`src/rtl/testbasic15_types.sv`:
```
// rtl/testbasic15_types.sv - shared message types for TestBasic15 and its feeder
// CompoundType and its reset value, shared by the consumer and the feeder.
package testbasic15_types;

  typedef enum logic {
    read  = 1'b0,
    write = 1'b1
  } mode_e;

  typedef struct packed {
    mode_e       mode;
    logic [31:0] x;
    logic [31:0] y;
  } CompoundType;

  localparam CompoundType COMPOUND_RESET = '{mode: read, x: 32'd0, y: 32'd0};

endpackage

```
`src/rtl/compound_fifo.sv`:
```
// rtl/compound_fifo.sv - DEPTH-entry CompoundType FIFO exposing next-state level/head
// Storage, pointers and occupancy; the wrapper registers the outputs from level_next_o/head_next_o.
module compound_fifo
  import testbasic15_types::*;
#(
  parameter  int DEPTH = 4,
  localparam int PTR_W = $clog2(DEPTH),
  localparam int LVL_W = $clog2(DEPTH + 1)
) (
  input  logic              clk,
  input  logic              rst,
  input  logic              push_i,
  input  CompoundType       wdata_i,
  input  logic              pop_i,
  output logic [LVL_W-1:0]  level_o,
  output logic [LVL_W-1:0]  level_next_o,
  output CompoundType       head_next_o
);

  CompoundType             mem_q [DEPTH];
  logic [PTR_W-1:0]        wr_ptr_q, wr_ptr_d;
  logic [PTR_W-1:0]        rd_ptr_q, rd_ptr_d;
  logic [LVL_W-1:0]        level_q, level_d;
  logic                    push_ok, pop_ok;

  assign push_ok = push_i && !rst;
  assign pop_ok  = pop_i && !rst;

  always_comb begin
    wr_ptr_d = wr_ptr_q;
    rd_ptr_d = rd_ptr_q;
    level_d  = level_q;
    if (rst) begin
      wr_ptr_d = '0;
      rd_ptr_d = '0;
      level_d  = '0;
    end else begin
      if (push_ok) wr_ptr_d = wr_ptr_q + PTR_W'(1);
      if (pop_ok)  rd_ptr_d = rd_ptr_q + PTR_W'(1);
      case ({push_ok, pop_ok})
        2'b10:   level_d = level_q + LVL_W'(1);
        2'b01:   level_d = level_q - LVL_W'(1);
        default: level_d = level_q;
      endcase
    end
  end

  // The new head may be the slot being written this cycle, so bypass the write data.
  always_comb begin
    head_next_o = mem_q[rd_ptr_d];
    if (push_ok && (wr_ptr_q == rd_ptr_d)) head_next_o = wdata_i;
  end

  assign level_next_o = level_d;
  assign level_o      = level_q;

  always_ff @(posedge clk) begin
    if (push_ok) mem_q[wr_ptr_q] <= wdata_i;
  end

  always_ff @(posedge clk) begin
    wr_ptr_q <= wr_ptr_d;
    rd_ptr_q <= rd_ptr_d;
    level_q  <= level_d;
  end

endmodule

```
`src/rtl/compound_feeder.sv`:
```
// rtl/compound_feeder.sv - buffered CompoundType producer for the TestBasic15 b_in port
// Registered sync/notify handshakes on both sides plus a delivered-message counter.
module compound_feeder
  import testbasic15_types::*;
#(
  parameter  int DEPTH = 4,
  parameter  int CNT_W = 16,
  localparam int LVL_W = $clog2(DEPTH + 1)
) (
  input  logic              clk,
  input  logic              rst,
  input  CompoundType       cmd_in,
  input  logic              cmd_in_sync,
  output logic              cmd_in_notify,
  output CompoundType       out,
  input  logic              out_sync,
  output logic              out_notify,
  output logic [LVL_W-1:0]  level,
  output logic [CNT_W-1:0]  delivered
);

  logic              cmd_in_notify_q, cmd_in_notify_d;
  logic              out_notify_q, out_notify_d;
  CompoundType       out_q, out_d;
  logic [CNT_W-1:0]  delivered_q, delivered_d;
  logic              push, pop;
  logic [LVL_W-1:0]  level_next;
  CompoundType       head_next;

  assign push = cmd_in_sync && cmd_in_notify_q;
  assign pop  = out_sync && out_notify_q;

  compound_fifo #(.DEPTH(DEPTH)) u_fifo (
    .clk          (clk),
    .rst          (rst),
    .push_i       (push),
    .wdata_i      (cmd_in),
    .pop_i        (pop),
    .level_o      (level),
    .level_next_o (level_next),
    .head_next_o  (head_next)
  );

  // out keeps its last value while empty so the consumer never sees a spurious change.
  always_comb begin
    cmd_in_notify_d = (level_next < LVL_W'(DEPTH));
    out_notify_d    = (level_next != '0);
    out_d           = out_notify_d ? head_next : out_q;
    delivered_d     = pop ? delivered_q + CNT_W'(1) : delivered_q;
  end

  always_ff @(posedge clk) begin
    if (rst) begin
      cmd_in_notify_q <= 1'b1;
      out_notify_q    <= 1'b0;
      out_q           <= COMPOUND_RESET;
      delivered_q     <= '0;
    end else begin
      cmd_in_notify_q <= cmd_in_notify_d;
      out_notify_q    <= out_notify_d;
      out_q           <= out_d;
      delivered_q     <= delivered_d;
    end
  end

  assign cmd_in_notify = cmd_in_notify_q;
  assign out_notify    = out_notify_q;
  assign out           = out_q;
  assign delivered     = delivered_q;

endmodule

```
`config.mk`:
```
export PLATFORM = sky130hd
export DESIGN_NAME = compound_feeder
export DESIGN_NICKNAME = d
export VERILOG_FILES = /design/src/rtl/testbasic15_types.sv /design/src/rtl/compound_fifo.sv /design/src/rtl/compound_feeder.sv
export SDC_FILE = /design/constraint.sdc
export NUM_CORES = 1
export LEC_CHECK = 0
export ABC_AREA = 1
export CAP_MARGIN = 0
export CORE_ASPECT_RATIO = 0.7
export CORE_MARGIN = 1
export CORE_UTILIZATION = 60
export DETAILED_ROUTE_END_ITERATION = 8
export PLACE_DENSITY = 0.84
export SYNTH_ARGS = -nofsm -noshare
export SYNTH_HDL_FRONTEND = slang
export SYNTH_SLANG_ARGS = --single-unit
```
`constraint.sdc`:
```
create_clock -name clk -period 9.3 [get_ports clk]
set_clock_uncertainty 0.15 [all_clocks]
set_input_delay 1.395 -clock clk [delete_from_list [all_inputs] [get_ports clk]]
set_output_delay 1.395 -clock clk [all_outputs]
set_load 0.03 [all_outputs]
```
==> flow_metrics.env <==
export IMPL_post_cts_setup_buffers=0
export IMPL_ys_seq_area_share_pct=65.8
export IMPL_drive_gt1_share_pct=4.77
export IMPL_cts_tree="done"
export IMPL_final_setup_worst_slack_ns=3.02
export IMPL_final_hold_violation_count=0
export IMPL_instances_no_fill=1889
export IMPL_cp_required_ns=9.59
export IMPL_dp_cells=1828
export IMPL_placedInstanceArea_um2=16300
export IMPL_antenna_found_initial=0
export IMPL_synth_area_leader_cell="edfxtp_1"
export IMPL_design_area_um2=17400
export IMPL_setup_viol=0
export IMPL_syn_inst=1450
export IMPL_post_route_util_pct=73.2
export IMPL_rows=47
export IMPL_dieArea_um2=25000
export IMPL_num_antenna_cells=0
export IMPL_dieHeight_um=133
export IMPL_max_freq_mhz=159
export IMPL_dr_pass1_iters=5
export IMPL_syn_avg_cell_area_um2=10.1
export IMPL_initialDrtViolationCount=1428
export IMPL_syn2layout_area_growth_pct=18.9
export IMPL_start_util_pct=61.5
export IMPL_maxCapViolCount=0
export IMPL_cts_buffers=34
export IMPL_tns_ns=0
export IMPL_slew_viol_final=0
export IMPL_synth_cell_types=26
export IMPL_drc=0
export IMPL_tightestPinTransition_ns=1.20
export IMPL_period_share_pct=67.5
export IMPL_critPathMaxStageDelay_ns=1.27
export IMPL_viasPerCell=6.08
export IMPL_async_flop_share_pct=0
export IMPL_synth_top_flop_cell="edfxtp_1"
export IMPL_whs_ns=0.301
export IMPL_grt_pass1_wl_um=58700
export IMPL_ant_nets=0
export IMPL_cts_clk_slew_worst_paths_ns=0.06
export IMPL_io_buffer_count=154
export IMPL_power_density_nw_per_um2=239
export IMPL_synth_most_common_cell="nand2_1"
export IMPL_critical_path_peak_fanout=67
export IMPL_rsz0062_at_grt="false"
export IMPL_path_cells="clkdlybuf4s50_1 > nor2_1 > inv_1 > ha_1 > fa_1 > nor2_1 > nor2_1 > nand2_1 > nand2_1 > nand3_1 > nand3_4 > nor2_4 > buf_4 > nand2_1 > nand2_1"
export IMPL_p_total_mw=4.15
export IMPL_coreArea_um2=23800
export IMPL_cp_arrival_ns=6.57
export IMPL_grt_pass1_vias=11200
export IMPL_leakagePower_nw=6.88
export IMPL_pre_cts_ws_ns=2.63
export IMPL_routed_wl_um=37100
export IMPL_outcome="finished, final reports clean"
export IMPL_dp_hpwl_um=19200
export IMPL_cts_buffer_depth=3
export IMPL_worstSetupEndpointType="flip-flop"
export IMPL_cts_hold_fix_buffers=0
export IMPL_synth_nets=1526
export IMPL_fin_crit_ns=6.28
export IMPL_cts_sinks=350
export IMPL_gp_congestion=0.814
export IMPL_chipWidth_um=189
export IMPL_yosys_warnings=0
export IMPL_grt_max_degree=84
export IMPL_cp_slowest_cell="nor2_4"
export IMPL_critPathKind="primary input to flip-flop"
export IMPL_cpMostUsedCell="nand2_1"
export IMPL_ir_worst_vdd_v=0.000159
export IMPL_finalNetCount=1622
export IMPL_cts_repair_resized=0
export IMPL_vias=11500
export IMPL_cts_htree_levels=2
export IMPL_track_usage_pct=29.7
export IMPL_synthTopCellsByArea="edfxtp_1, dfxtp_1, nand2_1"
export IMPL_ys_ff_latch=350
export IMPL_wl_per_cell_um=19.6
export IMPL_synth_area_um2=14600
export IMPL_crit_path_start_kind="primary input"
export IMPL_synthTopCellsByCount="nand2_1, nand3_1, edfxtp_1"
export IMPL_overflow=0
export IMPL_cts_root_buffer="clkbuf_16"
export IMPL_relSlewSlack_pct=19.9
export IMPL_synth_top_area_share_pct=53.4
export IMPL_pin_count=155
export IMPL_hold_class="flip-flop to flip-flop"
export IMPL_synth_edf_count=260
export IMPL_insertion_delay_ns=0.51
## where the power goes
part	internal (mW)	switching [mW]
logic	0.308	0.601
registers	1.81	0.0756
clock network	0.782	0.570
## sequential cells by signal, summed over array words and instances, names as in the netlist
signal / count
u_fifo.mem_q: 260
out: 65
out_notify: 1
delivered: 16
u_fifo.level_o: 3
cmd_in_notify: 1
u_fifo.wr_ptr_q: 2
u_fifo.rd_ptr_q: 2
## layout by cell type (no fill, tap or decap), drive strengths merged
cell type and count:
nor2 33, a211oi 1, inv 95, clkinv 5, fa 1, buf 13
dfxtp 90, ha 6, nand3 271, a21o 1, o21ai 7, nand2 427
xor2 1, clkdlybuf4s50 154, or2 2, edfxtp 260, a21oi 10, nor3b 1
clkbuf 53, nand4 134, clkinvlp 1, bufinv 1, a311oi 1, o21a 3
## per-layer routing
| layer | up-vias | global-route usage [%] | part of all wire, % |
|---|---|---|---|
| met5 | - | 0 | 0 |
| met4 | 0 | 11.0 | 2.5 |
| met3 | 91 | 4.99 | 10 |
| met2 | 761 | 49.6 | 49 |
| met1 | 5402 | 39.4 | 38 |
| li1 | 5227 | - | - |
## logic make-up after synthesis
group                      share of synthesized area (%)
AOI/OAI and AO/OA                                  0.899
xor gates and xnor gates                          0.0599
adders and majority gates                          0.651
buffers and inverters                               5.56
DFF                                                 65.8
and+or+nand+nor                                     27.1
## cell type report
class | count | area [um^2]
Timing Repair Buffer | 167 | 1640
Tap cell | 318 | 398
Clock inverter | 8 | 67.6
Fill cell | 1601 | 6380
Multi-Input combinational cell | 899 | 4290
Inverter | 94 | 355
Clock buffer | 53 | 1020
Sequential cell | 350 | 9610
## path summary, 6_finish.rpt
kind                   start       to  slack, ns  depth (start not counted)
setup / recovery         rst  out[27]       3.02                         15
hold / removal       out[29]  out[29]       0.30                          2
setup reg to reg  out_notify  out[57]       4.30                         12
hold reg to reg      out[29]  out[29]       0.30                          2
## critical path: cells and delay by family
| family | cells | cell delay [ns] |
|---|---|---|
| simple gates | 10 | 3.04 |
| fa+ha+maj | 2 | 0.69 |
| buf+inv | 3 | 1.41 |
Power figures use the tool's default switching activity.
